### config.mk
export PLATFORM = sky130hd
export DESIGN_NAME = uart_xcvr_param_flat
export DESIGN_NICKNAME = d
export VERILOG_FILES = /design/src/rtl/uart_xcvr_param_if.sv /design/src/rtl/uart_xcvr_param.sv /design/src/flat_wrapper.sv
export SDC_FILE = /design/constraint.sdc
export NUM_CORES = 1
export LEC_CHECK = 0
export BUFFER_PORTS_ARGS = -buffer_cell sky130_fd_sc_hd__buf_2
export CORE_ASPECT_RATIO = 1.2
export CORE_MARGIN = 10
export CORE_UTILIZATION = 60
export CTS_CLUSTER_SIZE = 12
export DETAILED_ROUTE_END_ITERATION = 10
export PLACE_DENSITY_LB_ADDON = 0.08
export SETUP_SLACK_MARGIN = 0.4
export SLEW_MARGIN = 10
export SYNTH_ARGS = -nofsm -noshare
export SYNTH_HDL_FRONTEND = slang
export SYNTH_SLANG_ARGS = --single-unit
export TNS_END_PERCENT = 30
### constraint.sdc
create_clock -name clk -period 2.93 [get_ports clk]
set_input_delay 0.1465 -clock clk [delete_from_list [all_inputs] [get_ports clk]]
set_output_delay 0.1465 -clock clk [all_outputs]
set_load 0.1 [all_outputs]
### src/rtl/uart_xcvr_param_if.sv
// Host-side bundle for the UART transceiver: transmit handshake, receive
// status and the two serial pins.
interface uart_xcvr_param_if #(
    parameter int unsigned DATA_BITS = 8
);
    logic                 trmt;
    logic [DATA_BITS-1:0] tx_data;
    logic                 TX;
    logic                 tx_busy;
    logic                 tx_done;
    logic                 RX;
    logic [DATA_BITS-1:0] rx_data;
    logic                 rdy;
    logic                 clr_rdy;
    logic                 parity_err;
    logic                 frame_err;
    logic                 overrun;

    modport slave (
        input  trmt, tx_data, RX, clr_rdy,
        output TX, tx_busy, tx_done, rx_data, rdy, parity_err, frame_err, overrun
    );

    modport master (
        output trmt, tx_data, RX, clr_rdy,
        input  TX, tx_busy, tx_done, rx_data, rdy, parity_err, frame_err, overrun
    );
endinterface

### src/rtl/uart_xcvr_param.sv
// Full-duplex UART with configurable width, divisor, parity and stop bits.
// Independent TX and RX state machines; RX reports parity/framing/overrun.
module uart_xcvr_param #(
    parameter int unsigned DATA_BITS  = 8,
    parameter int unsigned BAUD_DIV   = 2604,
    parameter int unsigned PARITY_EN  = 0,
    parameter int unsigned PARITY_ODD = 0,
    parameter int unsigned STOP_BITS  = 1
) (
    input logic               clk,
    input logic               rst,
    uart_xcvr_param_if.slave  bus
);
    localparam int unsigned CNT_W = $clog2(BAUD_DIV + 1);
    localparam logic [CNT_W-1:0] BAUD_LAST = CNT_W'(BAUD_DIV - 1);
    localparam logic [CNT_W-1:0] BAUD_FULL = CNT_W'(BAUD_DIV);
    localparam logic [CNT_W-1:0] BAUD_HALF = CNT_W'(BAUD_DIV / 2);
    localparam logic [CNT_W-1:0] CNT_ONE   = CNT_W'(1);
    localparam logic [3:0]       DATA_LAST = 4'(DATA_BITS - 1);
    localparam logic [3:0]       STOP_LAST = 4'(STOP_BITS - 1);
    localparam logic             ODD       = 1'(PARITY_ODD);

    typedef enum logic [2:0] {S_IDLE, S_START, S_DATA, S_PARITY, S_STOP} state_e;

    state_e               tx_state_q, tx_state_d;
    logic [CNT_W-1:0]     tx_baud_q, tx_baud_d;
    logic [3:0]           tx_bit_q, tx_bit_d;
    logic [DATA_BITS-1:0] tx_shift_q, tx_shift_d;
    logic                 tx_par_q, tx_par_d;
    logic                 tx_q, tx_d;
    logic                 tx_busy_q, tx_busy_d;
    logic                 tx_done_q, tx_done_d;

    state_e               rx_state_q, rx_state_d;
    logic [1:0]           rx_sync_q, rx_sync_d;
    logic [CNT_W-1:0]     rx_cnt_q, rx_cnt_d;
    logic [3:0]           rx_bit_q, rx_bit_d;
    logic [DATA_BITS-1:0] rx_shift_q, rx_shift_d;
    logic                 rx_par_q, rx_par_d;
    logic                 perr_pend_q, perr_pend_d;
    logic                 ferr_pend_q, ferr_pend_d;
    logic [DATA_BITS-1:0] rx_data_q, rx_data_d;
    logic                 rdy_q, rdy_d;
    logic                 perr_q, perr_d;
    logic                 ferr_q, ferr_d;
    logic                 ovr_q, ovr_d;
    logic                 rx_s;

    assign rx_s = rx_sync_q[1];

    always_comb begin
        tx_state_d = tx_state_q;
        tx_baud_d  = tx_baud_q;
        tx_bit_d   = tx_bit_q;
        tx_shift_d = tx_shift_q;
        tx_par_d   = tx_par_q;
        tx_d       = tx_q;
        tx_busy_d  = tx_busy_q;
        tx_done_d  = tx_done_q;
        if (tx_state_q == S_IDLE) begin
            if (bus.trmt) begin
                tx_state_d = S_START;
                tx_baud_d  = '0;
                tx_shift_d = bus.tx_data;
                tx_par_d   = (^bus.tx_data) ^ ODD;
                tx_d       = 1'b0;
                tx_busy_d  = 1'b1;
                tx_done_d  = 1'b0;
            end
        end else if (tx_baud_q != BAUD_LAST) begin
            tx_baud_d = tx_baud_q + CNT_ONE;
        end else begin
            tx_baud_d = '0;
            unique case (tx_state_q)
                S_START: begin
                    tx_state_d = S_DATA;
                    tx_bit_d   = '0;
                    tx_d       = tx_shift_q[0];
                end
                S_DATA: begin
                    if (tx_bit_q == DATA_LAST) begin
                        tx_bit_d = '0;
                        if (PARITY_EN != 0) begin
                            tx_state_d = S_PARITY;
                            tx_d       = tx_par_q;
                        end else begin
                            tx_state_d = S_STOP;
                            tx_d       = 1'b1;
                        end
                    end else begin
                        tx_bit_d   = tx_bit_q + 4'd1;
                        tx_shift_d = tx_shift_q >> 1;
                        tx_d       = tx_shift_q[1];
                    end
                end
                S_PARITY: begin
                    tx_state_d = S_STOP;
                    tx_bit_d   = '0;
                    tx_d       = 1'b1;
                end
                S_STOP: begin
                    if (tx_bit_q == STOP_LAST) begin
                        tx_state_d = S_IDLE;
                        tx_busy_d  = 1'b0;
                        tx_done_d  = 1'b1;
                    end else begin
                        tx_bit_d = tx_bit_q + 4'd1;
                    end
                    tx_d = 1'b1;
                end
                default: tx_state_d = S_IDLE;
            endcase
        end
    end

    always_comb begin
        rx_sync_d   = {rx_sync_q[0], bus.RX};
        rx_state_d  = rx_state_q;
        rx_cnt_d    = rx_cnt_q;
        rx_bit_d    = rx_bit_q;
        rx_shift_d  = rx_shift_q;
        rx_par_d    = rx_par_q;
        perr_pend_d = perr_pend_q;
        ferr_pend_d = ferr_pend_q;
        rx_data_d   = rx_data_q;
        rdy_d       = rdy_q;
        perr_d      = perr_q;
        ferr_d      = ferr_q;
        ovr_d       = ovr_q;
        if (bus.clr_rdy) begin
            rdy_d  = 1'b0;
            perr_d = 1'b0;
            ferr_d = 1'b0;
            ovr_d  = 1'b0;
        end
        if (rx_state_q == S_IDLE) begin
            if (!rx_s) begin
                rx_state_d  = S_START;
                rx_cnt_d    = BAUD_HALF;
                rx_bit_d    = '0;
                rx_par_d    = 1'b0;
                perr_pend_d = 1'b0;
                ferr_pend_d = 1'b0;
            end
        end else if (rx_cnt_q != CNT_ONE) begin
            rx_cnt_d = rx_cnt_q - CNT_ONE;
        end else begin
            // Sample point: counter expiring marks the centre of the current bit.
            rx_cnt_d = BAUD_FULL;
            unique case (rx_state_q)
                S_START: rx_state_d = rx_s ? S_IDLE : S_DATA;
                S_DATA: begin
                    rx_shift_d = {rx_s, rx_shift_q[DATA_BITS-1:1]};
                    rx_par_d   = rx_par_q ^ rx_s;
                    if (rx_bit_q == DATA_LAST) begin
                        rx_bit_d   = '0;
                        rx_state_d = (PARITY_EN != 0) ? S_PARITY : S_STOP;
                    end else begin
                        rx_bit_d = rx_bit_q + 4'd1;
                    end
                end
                S_PARITY: begin
                    perr_pend_d = rx_par_q ^ rx_s ^ ODD;
                    rx_state_d  = S_STOP;
                    rx_bit_d    = '0;
                end
                S_STOP: begin
                    ferr_pend_d = ferr_pend_q | ~rx_s;
                    if (rx_bit_q == STOP_LAST) begin
                        // Completion overrides a same-cycle clr_rdy.
                        rx_state_d = S_IDLE;
                        rx_data_d  = rx_shift_q;
                        rdy_d      = 1'b1;
                        ovr_d      = rdy_q & ~bus.clr_rdy;
                        perr_d     = perr_pend_q;
                        ferr_d     = ferr_pend_q | ~rx_s;
                    end else begin
                        rx_bit_d = rx_bit_q + 4'd1;
                    end
                end
                default: rx_state_d = S_IDLE;
            endcase
        end
    end

    always_ff @(posedge clk) begin
        if (rst) begin
            tx_state_q  <= S_IDLE;
            tx_baud_q   <= '0;
            tx_bit_q    <= '0;
            tx_shift_q  <= '0;
            tx_par_q    <= 1'b0;
            tx_q        <= 1'b1;
            tx_busy_q   <= 1'b0;
            tx_done_q   <= 1'b0;
            rx_state_q  <= S_IDLE;
            rx_sync_q   <= '1;
            rx_cnt_q    <= '0;
            rx_bit_q    <= '0;
            rx_shift_q  <= '0;
            rx_par_q    <= 1'b0;
            perr_pend_q <= 1'b0;
            ferr_pend_q <= 1'b0;
            rx_data_q   <= '0;
            rdy_q       <= 1'b0;
            perr_q      <= 1'b0;
            ferr_q      <= 1'b0;
            ovr_q       <= 1'b0;
        end else begin
            tx_state_q  <= tx_state_d;
            tx_baud_q   <= tx_baud_d;
            tx_bit_q    <= tx_bit_d;
            tx_shift_q  <= tx_shift_d;
            tx_par_q    <= tx_par_d;
            tx_q        <= tx_d;
            tx_busy_q   <= tx_busy_d;
            tx_done_q   <= tx_done_d;
            rx_state_q  <= rx_state_d;
            rx_sync_q   <= rx_sync_d;
            rx_cnt_q    <= rx_cnt_d;
            rx_bit_q    <= rx_bit_d;
            rx_shift_q  <= rx_shift_d;
            rx_par_q    <= rx_par_d;
            perr_pend_q <= perr_pend_d;
            ferr_pend_q <= ferr_pend_d;
            rx_data_q   <= rx_data_d;
            rdy_q       <= rdy_d;
            perr_q      <= perr_d;
            ferr_q      <= ferr_d;
            ovr_q       <= ovr_d;
        end
    end

    assign bus.TX         = tx_q;
    assign bus.tx_busy    = tx_busy_q;
    assign bus.tx_done    = tx_done_q;
    assign bus.rx_data    = rx_data_q;
    assign bus.rdy        = rdy_q;
    assign bus.parity_err = perr_q;
    assign bus.frame_err  = ferr_q;
    assign bus.overrun    = ovr_q;
endmodule

### src/flat_wrapper.sv
// flat-port wrapper written by rule: the top's interface ports become plain ports
module uart_xcvr_param_flat 
#(
    parameter int unsigned DATA_BITS  = 8,
    parameter int unsigned BAUD_DIV   = 2604,
    parameter int unsigned PARITY_EN  = 0,
    parameter int unsigned PARITY_ODD = 0,
    parameter int unsigned STOP_BITS  = 1
)
  (clk, rst, bus_trmt, bus_tx_data, bus_RX, bus_clr_rdy, bus_TX, bus_tx_busy, bus_tx_done, bus_rx_data, bus_rdy, bus_parity_err, bus_frame_err, bus_overrun);
  uart_xcvr_param_if #(.DATA_BITS(DATA_BITS)) bus_i ();
  input logic clk;
  input logic rst;
  input wire logic [$bits(bus_i.trmt)-1:0] bus_trmt;
  input wire logic [$bits(bus_i.tx_data)-1:0] bus_tx_data;
  input wire logic [$bits(bus_i.RX)-1:0] bus_RX;
  input wire logic [$bits(bus_i.clr_rdy)-1:0] bus_clr_rdy;
  output wire logic [$bits(bus_i.TX)-1:0] bus_TX;
  output wire logic [$bits(bus_i.tx_busy)-1:0] bus_tx_busy;
  output wire logic [$bits(bus_i.tx_done)-1:0] bus_tx_done;
  output wire logic [$bits(bus_i.rx_data)-1:0] bus_rx_data;
  output wire logic [$bits(bus_i.rdy)-1:0] bus_rdy;
  output wire logic [$bits(bus_i.parity_err)-1:0] bus_parity_err;
  output wire logic [$bits(bus_i.frame_err)-1:0] bus_frame_err;
  output wire logic [$bits(bus_i.overrun)-1:0] bus_overrun;
  assign bus_i.trmt = bus_trmt;
  assign bus_i.tx_data = bus_tx_data;
  assign bus_i.RX = bus_RX;
  assign bus_i.clr_rdy = bus_clr_rdy;
  assign bus_TX = bus_i.TX;
  assign bus_tx_busy = bus_i.tx_busy;
  assign bus_tx_done = bus_i.tx_done;
  assign bus_rx_data = bus_i.rx_data;
  assign bus_rdy = bus_i.rdy;
  assign bus_parity_err = bus_i.parity_err;
  assign bus_frame_err = bus_i.frame_err;
  assign bus_overrun = bus_i.overrun;
  uart_xcvr_param #(.DATA_BITS(DATA_BITS), .BAUD_DIV(BAUD_DIV), .PARITY_EN(PARITY_EN), .PARITY_ODD(PARITY_ODD), .STOP_BITS(STOP_BITS)) u_core (.clk(clk), .rst(rst), .bus(bus_i));
endmodule
# Word level (Yosys, flattened, before mapping)
# Cells that the tools add are included.
# word_totals
regBits	74
in_bits	13
# op_classes
add_sub_neg	4
eq_ne	23
muxes	77
n_bitwise	9
reduce_logical	27
# op_table
op	n
12-bit 2-to-1 mux	6
1-bit 2-to-1 mux	43
8-bit 2-to-1 mux	5
3-bit 2-to-1 mux	10
4-bit 2-to-1 mux	7
4-bit AND reduction	7
3-bit case mux with 4 select lines	2
4-bit case mux with 3 select lines	2
3-bit AND reduction	5
12-bit by 1-bit adder with 12-bit output, second input constant	1
3-bit by 2-bit == test with 1-bit output, second input constant	4
12-bit by 1-bit inequality test with 1-bit output, second input constant	1
12-bit inequality test, second input constant	1
3-bit by 1-bit inequality test with 1-bit output, second input constant	4
2-bit nonzero test	6
12-bit by 1-bit subtractor with 12-bit output, second input constant	1
4-bit by 1-bit adder with 4-bit output, second input constant	2
4-bit by 3-bit == test with 1-bit output, second input constant	2
4-bit logical NOT	2
4-bit nonzero test	2
3-bit by 1-bit == test with 1-bit output, second input constant	2
3-bit == test, second input constant	2
3-bit logical NOT	2
2-bit by 1-bit inequality test with 1-bit output, second input constant	3
10 further kinds	18

# Longest topological paths before layout
# Gate-level depths: netlist of run 1.
# depth
word_depth	6
depth_mapped	8
depth_no_buf	7

# Worst setup path before layout of run 1
# Ideal clock, no wire load.
# synth_path
path_kind	flip-flop to flip-flop
from	reg u_core.tx_baud_q[0]
to	reg u_core.tx_bit_q[1]
setup_time_ps	70
arrival_time_ps	1808
required_time_ps	2860
path_slack_ps	1052
path_stages_with_launch	8
n_path_buf	1
cell_sequence	dfxtp_1 ha_1 and4b_1 nand3_1 buf_2 a211o_4 or3b_1 a21oi_1
# synth_via
elab_chain_cells	3
# synth_lines
item	line	rtl
start: declaration	uart_xcvr_param.sv:26	logic [CNT_W-1:0] tx_baud_q, tx_baud_d;
start signal: assignment	uart_xcvr_param.sv:211	tx_baud_q <= tx_baud_d;
12-bit inequality test	uart_xcvr_param.sv:70	end else if (tx_baud_q != BAUD_LAST) begin
1-bit inverter (no line)	--	
4-bit AND reduction (no line)	--	
end signal: assignment	uart_xcvr_param.sv:212	tx_bit_q <= tx_bit_d;
end: declaration	uart_xcvr_param.sv:27	logic [3:0] tx_bit_q, tx_bit_d;
# Every way passes these cells.
# A chain may end at the register's enable or synchronous reset.

# Final worst setup path of run 1
# Ends and elaborated chain as after synthesis.

==> results.sh, run 1 <==
export IMPL_rrSetupSlack_ns=0.78
export IMPL_fin_tns_setup_ns=0
export IMPL_yosysUniqueCellTypes=63
export IMPL_drc_errors=0
export IMPL_first_pass_iters=5
export IMPL_antenna_cells=0
export IMPL_hold_start="bus_trmt"
export IMPL_cp_start_kind="register"
export IMPL_path_cells="ha_1 -> and4b_1 -> nand3_1 -> a211o_4 -> or3b_1 -> a21oi_1"
export IMPL_power_mw=2.37
export IMPL_grt_pass1_vias=3080
export IMPL_final_max_slew_viol_count=0
export IMPL_async_reset_ff_frac=0
export IMPL_row_count=31
export IMPL_r2r_end="u_core.tx_bit_q[1]"
export IMPL_synth_area_um2=3740
export IMPL_cts_setup_buffers=0
export IMPL_fmax_ghz=0.464
export IMPL_ir_drop_mv=0.582
export IMPL_synth_area_per_cell_um2=8.63
export IMPL_synth_seq_cells=74
export IMPL_postSynthCellCount=433
export IMPL_path_class="reg2reg"
export IMPL_wl_mm=7.96
export IMPL_post_place_ws_ns=0.817
export IMPL_nNetsFinal=475
export IMPL_hold_viol=0
export IMPL_worst_pin_slew_ns=0.877
export IMPL_grt_max_degree=48
export IMPL_dieHeight_um=106
export IMPL_postRouteAntennaNets=0
export IMPL_max_slew_margin=0.413
export IMPL_grt_total_usage=0.168
export IMPL_rr_worst_depth=6
export IMPL_required_ns=3.21
export IMPL_crit_start="u_core.tx_baud_q[0]"
export IMPL_area_growth_pct=9.77
export IMPL_max_stage_delay_ns=0.45
export IMPL_initial_core_util=0.618
export IMPL_crit_path_end="u_core.tx_bit_q[1]"
export IMPL_r2r_start="u_core.tx_baud_q[0]"
export IMPL_clk_latency_ns=0.35
export IMPL_finalCritPeriodShare=0.735
export IMPL_rsz0062_at_grt="no"
export IMPL_cellPowerDensity_nw_per_um2=577
export IMPL_ioPinCount=28
export IMPL_yosysTopAreaCell="dfxtp_1"
export IMPL_clock_sinks=74
export IMPL_numCtsBuffers=9
export IMPL_finalCriticalPeriod_ns=2.15
export IMPL_syn_nets=453
export IMPL_hold_class="in2reg"
export IMPL_synthFlopType="dfxtp_1"
export IMPL_via_count=3235
export IMPL_grt_pass1_wl_mm=14.0
export IMPL_cp_data_arrival_time_ns=2.44
export IMPL_clockBufferDepth=2
export IMPL_crit_family="simple AND/OR/NAND/NOR gates"
export IMPL_htree_levels=3
export IMPL_status="completed"
export IMPL_mostFrequentLayoutCells="dfxtp_1, nor2_1, nand2_1, a21oi_1, mux2i_1"
export IMPL_vias_per_cell=5.98
export IMPL_yosysTopAreaCellShare=0.396
export IMPL_wl_per_cell_um=14.7
export IMPL_power_static_leakage_nw=1.58
export IMPL_skew_ns=0.00709
export IMPL_worst_path_stages=6
export IMPL_hold_slack_ns=0.105
export IMPL_crit_buf_inv=0
export IMPL_antenna_found_initial=0
export IMPL_cts_root_buf="clkbuf_8"
export IMPL_cp_end_kind="register"
export IMPL_cp_max_fo=11
export IMPL_place_gp_congestion=0.875
export IMPL_yosysSeqAreaShare=0.396
export IMPL_layout_commonest_cell="dfxtp_1"
export IMPL_clk_pin_slew_ns=0.08
export IMPL_synth_enable_flop_cells=0
export IMPL_die_area_um2=9800
export IMPL_synth_warnings=0
export IMPL_portBuffers=27
export IMPL_gr_total_overflow=0
export IMPL_layout_drive_gt1_share=0.148
export IMPL_cts_tree="built"
export IMPL_die_width_um=92.1
export IMPL_place_hpwl_mm=5.65
export IMPL_setup_ws_ns=0.776
export IMPL_core_area_um2=6050
export IMPL_cp_slowest_cell="a211o_4"
export IMPL_drt_iter0_markers=139
export IMPL_drv_cap=0
export IMPL_synthTopCellsByArea="dfxtp_1, mux2i_1, nor2_1, a21oi_1, nand2_1"
export IMPL_setup_violations=0
[area by class of cell]
| cell class | count | area (µm²) |
|---|---|---|
| clock inverters | 5 | 80.1 |
| fillers | 507 | 1950 |
| repair buffers | 34 | 193 |
| clock buffers | 10 | 128 |
| multi-input cells | 321 | 2060 |
| flip-flops and latches | 74 | 1480 |
| inverters | 15 | 56.3 |
| well taps | 82 | 103 |
[where the power goes]
part	switching (mW)	total [mW]	internal, mW
Combinational	0.256	0.409	0.153
Clock	0.368	0.841	0.473
Sequential	0.0626	1.12	1.06
[through the flow]
| stage | cells | area, µm² | utilization |
|---|---|---|---|
| finish | 541 | 4100 | 0.678 |
| global route | 541 | 4100 | 0.678 |
| CTS | 541 | 4100 | 0.678 |
| detailed placement | 524 | 3880 | 0.641 |
| global placement | 524 | 3880 | 0.641 |
| floorplan | 433 | 3740 | - |
[Yosys cell counts (5+ instances only)]
cell type / n
inv_1: 15
nor3_1: 13
nand3_1: 18
a31oi_1: 9
nand2_1: 38
nor2_1: 47
o21ai_0: 15
and3_1: 7
dfxtp_1: 74
nor4_1: 5
nor3b_1: 6
clkbuf_1: 10
a311oi_1: 11
buf_2: 5
nand2b_1: 8
nand3b_1: 6
ha_1: 7
a21oi_1: 34
mux2i_1: 28
[sequential cells by signal, indices dropped and copies added (netlist names), 4 cells and up]
signal / count
u_core.bus.rx_data: 8
u_core.tx_baud_q: 12
u_core.rx_cnt_q: 12
u_core.tx_shift_q: 8
u_core.rx_shift_q: 8
u_core.tx_bit_q: 4
u_core.rx_bit_q: 4
[worst min path at each step]
| stage | end | cells past startpoint | slack [ns] |
|---|---|---|---|
| after global placement | u_core.rx_sync_q[0] | 2 | 0.33 |
| after floorplan | u_core.bus.overrun | 1 | 0.23 |
| after detailed placement | u_core.rx_sync_q[0] | 2 | 0.33 |
| final | u_core.tx_state_q[0] | 3 | 0.10 |
| after CTS | u_core.tx_state_q[0] | 3 | 0.1 |
| after global routing | u_core.tx_state_q[0] | 3 | 0.11 |
[worst min-delay path, cell delays in order]
cell     delay (ns)
buf_2          0.13
nand2_1        0.07
a21oi_1        0.05
[what timing repair did]
action                                  4_1_cts  5_1_grt
hold buffers                                  2        0
endpoints found under the setup margin        0        0
gates resized for setup                       0        0
hold endpoints to repair                      2        0
[cells by family after synthesis]
kind of cell	synth area share
buffers and inverters	0.0519
AOI/OAI and AO/OA	0.180
muxes	0.0810
DFF	0.396
adders and majority gates	0.0234
and+or+nand+nor	0.258
xor gates and xnor gates	0.00937
[per-layer routing]
layer  vias to the layer above  global-route usage  wire (µm)  share of wire
met5                         -                   0          0              0
met4                         0              0.0740        153          0.019
met3                        18              0.0514        418          0.053
met2                        80               0.279       3900           0.49
met1                      1514               0.194       3480           0.44
li1                       1623                   -          -              -
Note: power is estimated with default switching activity, not from simulation.
==> run 2, diff against run 1 <==
- clock period: 2.93 -> 2.2 ns (I/O delays scaled with it)
==> run 2 against run 1 <==
Sequential cell count did not move. Sequential power increased by 34%. Largest power group unchanged. First-iteration DRC count decreased by 17%. Largest cell class unchanged. Non-clock buffer count is 25 higher. Hold slack got worse by 0.026 ns. Critical endpoint is now u_core.bus.overrun. Final area increased by 7.7%. Worst setup slack got worse by 0.40 ns. Clock power is 26% higher.
==> results.sh, run 2 (synthesis gave the netlist of run 1 again) <==
export IMPL_area_growth_pct=18.3
export IMPL_clockBufferDepth=2
export IMPL_multi_input_area_um2=2160
export IMPL_drt_iter0_markers=116
export IMPL_fmax_ghz=0.548
export IMPL_ioPinCount=28
export IMPL_cp_end_kind="register"
export IMPL_place_gp_congestion=0.876
export IMPL_initial_core_util=0.618
export IMPL_row_count=31
export IMPL_skew_ns=0.00706
export IMPL_mostFrequentLayoutCells="dfxtp_1, nor2_1, nand2_1, a21oi_1"
export IMPL_clock_sinks=74
export IMPL_htree_levels=3
export IMPL_cp_slowest_cell="dfxtp_2"
export IMPL_via_count=3334
export IMPL_grt_pass1_wl_mm=14.1
export IMPL_dpl_cell_count=533
export IMPL_clk_latency_ns=0.35
export IMPL_numCtsBuffers=9
export IMPL_first_pass_iters=5
export IMPL_final_cells=567
export IMPL_drc_errors=0
export IMPL_gr_total_overflow=0
export IMPL_largestRegisters="u_core.rx_cnt_q (12), u_core.tx_baud_q (12)"
export IMPL_wl_per_cell_um=15.3
export IMPL_cellPowerDensity_nw_per_um2=733
export IMPL_nNetsFinal=500
export IMPL_core_area_um2=6050
export IMPL_power_mw=3.24
export IMPL_utilization=0.731
export IMPL_fillers=459
export IMPL_cp_data_arrival_time_ns=2.06
export IMPL_drv_cap=0
export IMPL_wl_mm=8.68
export IMPL_power_static_leakage_nw=1.73
export IMPL_hold_slack_ns=0.0788
export IMPL_crit_family="simple AND/OR/NAND/NOR gates"
export IMPL_worst_pin_slew_ns=0.491
export IMPL_placed_cell_area_um2=3970
export IMPL_post_place_ws_ns=0.263
export IMPL_antenna_found_initial=0
export IMPL_grt_pass1_vias=3219
export IMPL_grt_total_usage=0.170
export IMPL_finalCriticalPeriod_ns=1.82
export IMPL_crit_buf_inv=2
export IMPL_dieHeight_um=106
export IMPL_vias_per_cell=5.88
export IMPL_cp_start_kind="register"
export IMPL_portBuffers=27
export IMPL_place_hpwl_mm=5.64
export IMPL_die_width_um=92.1
export IMPL_ir_drop_mv=0.516
export IMPL_final_max_slew_viol_count=0
export IMPL_seqCellArea_um2=1500
export IMPL_fin_tns_setup_ns=0
export IMPL_required_ns=2.44
export IMPL_cp_max_fo=12
export IMPL_max_slew_margin=0.675
export IMPL_setup_violations=0
export IMPL_layout_drive_gt1_share=0.252
export IMPL_layout_commonest_cell="dfxtp_1"
export IMPL_cts_root_buf="clkbuf_8"
export IMPL_status="completed"
export IMPL_cts_tree="built"
export IMPL_path_cells="nor4_4 -> buf_4 -> nand4_4 -> nor2_2 -> buf_6 -> mux2i_2 -> nor3_1"
export IMPL_clk_pin_slew_ns=0.08
export IMPL_finalCritPeriodShare=0.829
export IMPL_max_stage_delay_ns=0.36
export IMPL_hold_class="in2reg"
export IMPL_path_class="reg2reg"
export IMPL_rsz0062_at_grt="yes"
export IMPL_grt_max_degree=47
export IMPL_setup_ws_ns=0.377
export IMPL_antenna_cells=0
export IMPL_postRouteAntennaNets=0
export IMPL_fin_area_um2=4420
export IMPL_hold_viol=0
export IMPL_die_area_um2=9800
==> run 2: changes by cell type in the layout (fill, tap and decap cells not counted), sizes merged <==
| cell | before | now |
|---|---|---|
| buf | 32 | 56 |
| clkdlybuf4s15 | 0 | 1 |
| inv | 15 | 17 |
| bufinv | 2 | 1 |
| clkbuf | 10 | 9 |
| clkinv | 1 | 2 |
==> run 2: repair_timing <==
item | in CTS | in global routing
hold buffers | 2 | 0
resized for setup | 8 | 28
hold endpoints to repair | 2 | 0
setup endpoints to repair | 31 | 55
cloned | 0 | 1
setup buffers | 9 | 6
pin swaps | 6 | 14
==> run 2: area by class of cell <==
cell class / count / area share
clock buffers: 9 / 0.0280
multi-input cells: 321 / 0.488
flip-flops and latches: 74 / 0.340
well taps: 82 / 0.0232
inverters: 15 / 0.0127
clock inverters: 7 / 0.0173
repair buffers: 59 / 0.0905
==> run 2: worst paths after layout <==
| check | from | to | slack (ns) | cells past startpoint |
|---|---|---|---|---|
| hold / removal | bus_trmt | u_core.tx_state_q[0] | 0.08 | 3 |
| setup / recovery | u_core.rx_cnt_q[8] | u_core.bus.overrun | 0.38 | 7 |
| setup reg to reg | u_core.rx_cnt_q[8] | u_core.bus.overrun | 0.38 | 7 |
| hold reg to reg | u_core.rx_sync_q[0] | u_core.rx_sync_q[1] | 0.42 | 1 |
==> run 2: worst register-to-register path, stage by stage (launching register included) <==
cell and delay (ns):
dfxtp_2 0.36, nor4_4 0.34, buf_4 0.19, nand4_4 0.15
nor2_2 0.17, buf_6 0.20, mux2i_2 0.24, nor3_1 0.06
==> run 2: power breakdown <==
part           internal (mW)  leakage, nW  switching, mW
clock                  0.531       0.0962          0.532
sequential              1.41        0.607         0.0921
combinational          0.291         1.03          0.387
==> run 2: routing by layer <==
| layer | global-route usage | up-vias | part of all wire |
|---|---|---|---|
| met5 | 0 | - | 0 |
| met2 | 0.298 | 93 | 0.51 |
| met3 | 0.0450 | 19 | 0.045 |
| met1 | 0.182 | 1551 | 0.42 |
| li1 | - | 1671 | - |
| met4 | 0.0872 | 0 | 0.024 |
